File: src/rtl/kbd_event_sequencer.sv
// rtl/kbd_event_sequencer.sv - polls the PS/2 keyboard controller, decodes set-2 prefixes
// and modifiers, and queues complete key events for CPU readout.
module kbd_event_sequencer #(
   parameter int POLL_GAP = 4,
   parameter int FIFO_AW  = 3
) (
   input  logic       clk_i,
   input  logic       rst_i,
   output logic       kbd_en_o,
   output logic [7:0] kbd_addr_o,
   input  logic [7:0] kbd_din_i,
   input  logic       en_i,
   input  logic [7:0] addr_i,
   output logic [7:0] dout_o
);

   localparam int DEPTH = 1 << FIFO_AW;
   localparam int GAP_W = (POLL_GAP > 1) ? $clog2(POLL_GAP + 1) : 1;
   localparam int CNT_W = FIFO_AW + 1;

   typedef enum logic [2:0] {
      IDLE, POLL_REQ, POLL_WAIT, READ_REQ, READ_WAIT, DECODE
   } state_t;

   state_t             state_q, state_d;
   logic [GAP_W-1:0]   gap_q, gap_d;
   logic               kbd_en_q, kbd_en_d;
   logic [7:0]         kbd_addr_q, kbd_addr_d;
   logic [7:0]         code_q, code_d;
   logic               ext_q, ext_d, brk_q, brk_d;
   logic               lshift_q, lshift_d, rshift_q, rshift_d;
   logic               lctrl_q, lctrl_d, rctrl_q, rctrl_d, caps_q, caps_d;
   logic [15:0]        mem_q [DEPTH], mem_d [DEPTH];
   logic [FIFO_AW-1:0] wr_ptr_q, wr_ptr_d, rd_ptr_q, rd_ptr_d;
   logic [CNT_W-1:0]   count_q, count_d;
   logic               ovf_q, ovf_d;
   logic               flags_sel_q, flags_sel_d;
   logic [7:0]         dout_q, dout_d;

   logic               push;
   logic [7:0]         ev_flags;
   logic [15:0]        head;
   logic               empty, full, flags_sel, pop, push_ok;

   // Sequencer and set-2 decoder.
   always_comb begin
      state_d    = state_q;
      gap_d      = gap_q;
      kbd_en_d   = 1'b0;
      kbd_addr_d = kbd_addr_q;
      code_d     = code_q;
      ext_d      = ext_q;
      brk_d      = brk_q;
      lshift_d   = lshift_q;
      rshift_d   = rshift_q;
      lctrl_d    = lctrl_q;
      rctrl_d    = rctrl_q;
      caps_d     = caps_q;
      push       = 1'b0;
      ev_flags   = 8'h00;
      case (state_q)
         IDLE: begin
            if (gap_q == GAP_W'(POLL_GAP)) begin
               gap_d      = '0;
               state_d    = POLL_REQ;
               kbd_en_d   = 1'b1;
               kbd_addr_d = 8'h00;
            end else begin
               gap_d = gap_q + GAP_W'(1);
            end
         end
         POLL_REQ: state_d = POLL_WAIT;
         POLL_WAIT: begin
            if (kbd_din_i[0]) begin
               state_d    = READ_REQ;
               kbd_en_d   = 1'b1;
               kbd_addr_d = 8'h01;
            end else begin
               state_d = IDLE;
            end
         end
         READ_REQ: state_d = READ_WAIT;
         READ_WAIT: begin
            code_d  = kbd_din_i;
            state_d = DECODE;
         end
         DECODE: begin
            state_d = IDLE;
            case (code_q)
               8'hF0: brk_d = 1'b1;
               8'hE0: ext_d = 1'b1;
               8'hE1: ;
               8'h00, 8'hFF: begin
                  ext_d = 1'b0;
                  brk_d = 1'b0;
               end
               default: begin
                  if (code_q == 8'h12) lshift_d = ~brk_q;
                  if (code_q == 8'h59) rshift_d = ~brk_q;
                  if (code_q == 8'h14) begin
                     if (ext_q) rctrl_d = ~brk_q;
                     else       lctrl_d = ~brk_q;
                  end
                  // Caps lock latches on make only; its break code is ignored.
                  if (code_q == 8'h58 && !ext_q && !brk_q) caps_d = ~caps_q;
                  ev_flags = {3'b000, ext_q, caps_d, lctrl_d | rctrl_d,
                              lshift_d | rshift_d, brk_q};
                  push  = 1'b1;
                  ext_d = 1'b0;
                  brk_d = 1'b0;
               end
            endcase
         end
         default: state_d = IDLE;
      endcase
   end

   // Event FIFO and CPU register window.
   always_comb begin
      head      = mem_q[rd_ptr_q];
      empty     = (count_q == '0);
      full      = (count_q == CNT_W'(DEPTH));
      flags_sel = en_i && (addr_i == 8'h02);
      pop       = flags_sel && !flags_sel_q && !empty;
      push_ok   = push && (!full || pop);
      mem_d     = mem_q;
      wr_ptr_d  = wr_ptr_q;
      rd_ptr_d  = rd_ptr_q;
      if (push_ok) begin
         mem_d[wr_ptr_q] = {code_q, ev_flags};
         wr_ptr_d        = wr_ptr_q + FIFO_AW'(1);
      end
      if (pop) rd_ptr_d = rd_ptr_q + FIFO_AW'(1);
      count_d = count_q + CNT_W'(push_ok) - CNT_W'(pop);
      // A drop in the same cycle as the STATUS read must survive the clear.
      ovf_d = ovf_q;
      if (en_i && addr_i == 8'h00) ovf_d = 1'b0;
      if (push && full && !pop)    ovf_d = 1'b1;
      flags_sel_d = flags_sel;
      dout_d      = dout_q;
      if (en_i) begin
         case (addr_i)
            8'h00:   dout_d = {5'b00000, ovf_q, full, !empty};
            8'h01:   dout_d = empty ? 8'h00 : head[15:8];
            8'h02:   dout_d = empty ? 8'h00 : head[7:0];
            8'h03:   dout_d = {3'b000, rctrl_q, lctrl_q, rshift_q, lshift_q, caps_q};
            default: dout_d = 8'h00;
         endcase
      end
   end

   always_ff @(posedge clk_i) begin
      if (rst_i) begin
         state_q     <= IDLE;
         gap_q       <= '0;
         kbd_en_q    <= 1'b0;
         kbd_addr_q  <= 8'h00;
         code_q      <= 8'h00;
         ext_q       <= 1'b0;
         brk_q       <= 1'b0;
         lshift_q    <= 1'b0;
         rshift_q    <= 1'b0;
         lctrl_q     <= 1'b0;
         rctrl_q     <= 1'b0;
         caps_q      <= 1'b0;
         wr_ptr_q    <= '0;
         rd_ptr_q    <= '0;
         count_q     <= '0;
         ovf_q       <= 1'b0;
         flags_sel_q <= 1'b0;
         dout_q      <= 8'h00;
      end else begin
         state_q     <= state_d;
         gap_q       <= gap_d;
         kbd_en_q    <= kbd_en_d;
         kbd_addr_q  <= kbd_addr_d;
         code_q      <= code_d;
         ext_q       <= ext_d;
         brk_q       <= brk_d;
         lshift_q    <= lshift_d;
         rshift_q    <= rshift_d;
         lctrl_q     <= lctrl_d;
         rctrl_q     <= rctrl_d;
         caps_q      <= caps_d;
         mem_q       <= mem_d;
         wr_ptr_q    <= wr_ptr_d;
         rd_ptr_q    <= rd_ptr_d;
         count_q     <= count_d;
         ovf_q       <= ovf_d;
         flags_sel_q <= flags_sel_d;
         dout_q      <= dout_d;
      end
   end

   assign kbd_en_o   = kbd_en_q;
   assign kbd_addr_o = kbd_addr_q;
   assign dout_o     = dout_q;

endmodule
File: config.mk
export PLATFORM = sky130hd
export DESIGN_NAME = kbd_event_sequencer
export DESIGN_NICKNAME = d
export VERILOG_FILES = /design/src/rtl/kbd_event_sequencer.sv
export SDC_FILE = /design/constraint.sdc
export NUM_CORES = 1
export LEC_CHECK = 0
export CAP_MARGIN = 10
export CORE_UTILIZATION = 41
export CTS_BUF_LIST = sky130_fd_sc_hd__clkbuf_8
export DETAILED_ROUTE_END_ITERATION = 12
export PLACE_DENSITY_LB_ADDON = 0.15
export SLEW_MARGIN = 20
export SYNTH_ARGS = -nofsm -noshare
export SYNTH_HDL_FRONTEND = slang
export SYNTH_SLANG_ARGS = --single-unit
File: constraint.sdc
create_clock -name clk_i -period 4.87 [get_ports clk_i]
set_input_delay 0.974 -clock clk_i [delete_from_list [all_inputs] [get_ports clk_i]]
set_output_delay 0.974 -clock clk_i [all_outputs]
set_load 0.005 [all_outputs]
* Word-level counts from Yosys, hierarchy flattened
Index checks and enable logic that the tools add are counted.
Widths: inputs -> output; s select.
** Storage, ports and cells
- Input port bits :: 19
- Word-level logic and storage cells :: 137
- Register bits after elaboration :: 178
** Cells by class
- Bitwise operators :: 10
- Add/subtract/negate cells :: 5
- Reduce and logical (&&, ||, !) cells :: 31
- Equal/unequal tests :: 20
- Order comparisons :: 3
- Muxes and demuxes :: 42
** Operators with widths (number)
- $bwmux 128 :: 1
- $bmux 16 s3 :: 1
- $demux 16 s3 :: 1
- $mux 16 :: 3
- $eq 8x8->1 const B :: 4
- $mux 8 :: 4
- $pmux 8 s4 :: 1
- $mux 1 :: 21
- $eq 8x2->1 const B :: 2
- $eq 8x5->1 const B :: 2
- $eq 8x7->1 const B :: 2
- $logic_not 8->1 :: 2
- $pmux 8 s2 :: 1
- $pmux 3 s5 :: 1
- $logic_and 1x1->1 :: 10
- $mux 5 :: 2
- $add 3x1->3 const B :: 3
- $eq 3x3->1 const B :: 3
- $eq 8x1->1 const B :: 1
- $ge 4x4->1 const B :: 2
- $not 3->4 :: 2
- $reduce_and 2->1 :: 4
- $eq 3x2->1 const B :: 2
- $logic_not 1->1 :: 6
- 18 further kinds :: 30

* Depth between registers and ports, before layout
- Word-level depth :: 9
- Gate-level depth with buffers :: 13

* Worst setup path after synthesis
No wires, ideal clock.
- Path type :: input to register
- From :: in addr_i[7]
- To :: reg mem_q[80] in the netlist's numbering (enable)
- Buffers on the path :: 0
- Library setup time :: 400 ps
- Data required time :: 4470 ps
- Arrival time :: 3267 ps
- Slack :: 1203 ps
- Stages :: 5
- Path through :: nor4_4 > nand3_4 > o41ai_4 > or3b_4 > nor3_1
** Between the ends
- Word-level cells in the longest chain between the ends :: 7
** RTL lines
- start: declaration :: line 13 : input logic [7:0] addr_i,
- $eq 8x2->1 :: line 123 : flags_sel = en_i && (addr_i == 8'h02);
- $logic_and 1x1->1 :: line 123
- $logic_and 1x1->1 (2 in series) :: line 124 : pop = flags_sel && !flags_sel_q && !empty;
- $logic_or 1x1->1 :: line 125 : push_ok = push && (!full || pop);
- $logic_and 1x1->1 :: line 125
- $reduce_and 2->1 (no source line)
- end signal: assignment :: line 185 : mem_q <= mem_d;
- end: declaration :: line 33 : logic [15:0] mem_q [DEPTH], mem_d [DEPTH];
No other way between the ends.
A chain may end at the register's enable or synchronous reset.

* Final worst setup path
- From :: in addr_i[7]
- To :: reg mem_q[76] in the netlist's numbering (enable)
The elaborated chain is that of the path after synthesis.

==> impl_metrics.py <==
metrics = {
    "run_status": {
        "outcome": "completed",
    },
    "yosys": {
        "synthDistinctLibCells": 48,
        "synth-seq-cells": 147,
        "synth_edf_count": 104,
        "synthCells": 441,
        "synth_top_area_share": 0.494,
        "syn_avg_cell_area_um2": 14.3,
        "ys_top_cells_by_count": "104 x edfxtp_1, 43 x dfxtp_1, 43 x nor2_1",
        "syn_area_mm2": 0.00632,
        "yosysWarnings": 0,
        "synth_area_leader_cell": "edfxtp_1",
        "synth.top_cells.by_area": "edfxtp_1 49%, dfxtp_1 14%, mux4_2 8.9%",
        "synthFlopType": "edfxtp_1",
        "synth_most_common_cell": "edfxtp_1",
        "async_reset_ff_frac": 0,
        "seq_area_frac_synth": 0.631,
    },
    "drt": {
        "drt-pass1-iter-count": 4,
        "routed_via_density": 5.44,
        "vias": 3665,
        "drt-total-wl_mm": 13.4,
        "ant_nets": 0,
        "wire_per_inst_um": 19.9,
        "initialDrtViolationCount": 265,
        "drc": 0,
    },
    "power": {
        "finalPower_mw": 2.32,
        "ir_worst_vdd_mv": 0.396,
        "leakage_nw": 2.58,
        "powerDensity_mw_per_mm2": 323,
    },
    "worst_setup_path": {
        "crit_arrival_ns": 3.65,
        "startpoint_type": "input pin",
        "crit-reg2reg-launch": "code_q[1]",
        "crit_chain": "clkdlybuf4s50_1 -> nor4_4 -> nand3_4 -> o41ai_4 -> or3b_4 -> nor2_1 -> buf_4",
        "endpoint_kind": "flop",
        "critPathMaxFanout": 8,
        "crit_buf_inv": 2,
        "cpLargestDelayFamily": "simple AND/OR/NAND/NOR gates",
        "slowest_delay_ns": 0.52,
        "cp_slowest_cell": "o41ai_4",
        "startpoint": "addr_i[7]",
        "required_ns": 5.02,
        "crit_type": "in2reg",
    },
    "sta": {
        "worst_slack_ns": 1.37,
        "slew_headroom": 0.280,
        "hold-worst-slack_ns": 0.471,
        "finalSetupViolCount": 0,
        "fin_worst_skew_ns": 0.00927,
        "setup_tns_ns": 0,
        "hold_viol_final": 0,
        "fin_crit_sh": 0.718,
        "finalMaxSlewViolations": 0,
        "tightest_slew_ns": 1.08,
        "max_freq_ghz": 0.286,
        "fin_crit_ns": 3.50,
        "rsz0062_at_grt": "false",
    },
    "worst_hold_path": {
        "min-delay-start": "dout_o[7]",
        "hp-class": "reg2reg",
    },
    "global_route": {
        "grt_max_degree": 48,
        "grtUsageMet3": 0.0497,
        "grt_use_total": 0.182,
        "antenna_found_initial": 0,
        "grt_util_met2": 0.291,
        "grt_pass1_wl_mm": 21.1,
        "overflow": 0,
        "grt-busiest-layer": "met2",
        "grt_pass1_vias": 3735,
        "gr-usage-met1": 0.239,
    },
    "placement": {
        "gp_congestion": 0.752,
        "portBuffers": 28,
        "dp_hpwl_mm": 9.06,
        "pre_cts_slack_ns": 0.875,
    },
    "cts": {
        "numCtsBuffers": 17,
        "cts_max_level": 4,
        "cts_hold_buf": 0,
        "clock-sinks": 147,
        "cts_tree": "yes",
        "root_buffer": "clkbuf_8",
        "clk_pin_slew_ns": 0.07,
        "worstSkewPairLatency_ns": 0.44,
        "cts.repair.resized": 0,
        "clock_path_buffers": 2,
        "cts_setup_buffers": 0,
    },
    "floorplan": {
        "row_count": 44,
        "fp.dieW_um": 126,
        "die_height_um": 126,
        "die_area_mm2": 0.0159,
        "start_util": 0.428,
        "coreArea_mm2": 0.0148,
        "io_pins": 36,
    },
    "cells_and_area": {
        "drive_above_1_share": 0.182,
        "post-route-util": 0.487,
        "area_growth_pct": 13.7,
        "antenna_cells": 0,
        "fillerInstances": 1281,
        "fin_nets": 506,
    },
    "job": {
        "cap_violations": 0,
    },
}
-- power breakdown --
| part | switching (mW) | internal (mW) | total [mW] |
|---|---|---|---|
| Clock | 0.438 | 0.493 | 0.931 |
| Sequential | 0.00494 | 1.33 | 1.33 |
| Combinational | 0.0299 | 0.0288 | 0.0587 |
-- state kept, by name, summed over array words and instances (netlist names), 3 cells and up --
signal and cells:
gap_q 3, code_q 8, count_q 4, state_q 3
mem_q 104, rd_ptr_q 3, wr_ptr_q 3, dout_o 8
-- layout make-up --
type / instances / area (um2) / area share
Clock inverter: 15 / 151 / 0.0211
Tap cell: 184 / 230 / 0.0321
Timing Repair Buffer: 40 / 365 / 0.0509
Inverter: 10 / 37.5 / 0.00523
Sequential cell: 147 / 3990 / 0.555
Clock buffer: 17 / 234 / 0.0326
Multi-Input combinational cell: 261 / 2180 / 0.303
-- logic make-up after synthesis --
logic type,after synthesis,share of synthesized area
adder cells (fa/ha/maj),10,0.0210
multiplexers,57,0.143
AO/OA/AOI/OAI,53,0.0539
AND/OR/NAND/NOR,129,0.114
other,1,0.000594
XOR/XNOR,5,0.00693
flip-flops,147,0.631
buffers and inverters,39,0.0301
-- layer usage --
layer,part of all wire,up-vias,wire length [um]
met1,0.44,1817,5850
met2,0.50,95,6660
met4,0.012,0,162
li1,-,1742,-
met3,0.058,11,774
met5,0,-,0
-- cells in the final DEF (no fill, tap or decap), types with 14 or more instances in the layout --
cell,instances
inv_1,14
mux2_2,14
dfxtp_1,42
mux2i_1,18
clkdlybuf4s50_1,27
mux4_2,25
o21ai_0,16
edfxtp_1,104
nor2_1,43
clkbuf_8,17
a21oi_1,18
-- per-stage QoR --
step | instance area, um2 | instances
final | 7180 | 674
after detailed placement | 6800 | 642
after CTS | 7180 | 674
after floorplan | 6340 | 447
after global placement | 6800 | 642
after global routing | 7180 | 674
-- worst paths after layout --
path / endpoint / slack (ns) / depth (start not counted)
setup / recovery: mem_q[76] / 1.37 / 7
hold / removal: dout_o[7] / 0.47 / 2
setup reg to reg: count_q[2] / 1.74 / 10
hold reg to reg: dout_o[7] / 0.47 / 2
-- worst min-delay path, delay by kind of cell, from the launching register on --
| family | cells | cell delay, ns |
|---|---|---|
| DFF | 1 | 0.32 |
| and+or+nand+nor | 1 | 0.06 |
| AOI/OAI and AO/OA | 1 | 0.05 |
No activity file was read; power rests on OpenSTA's default activity.
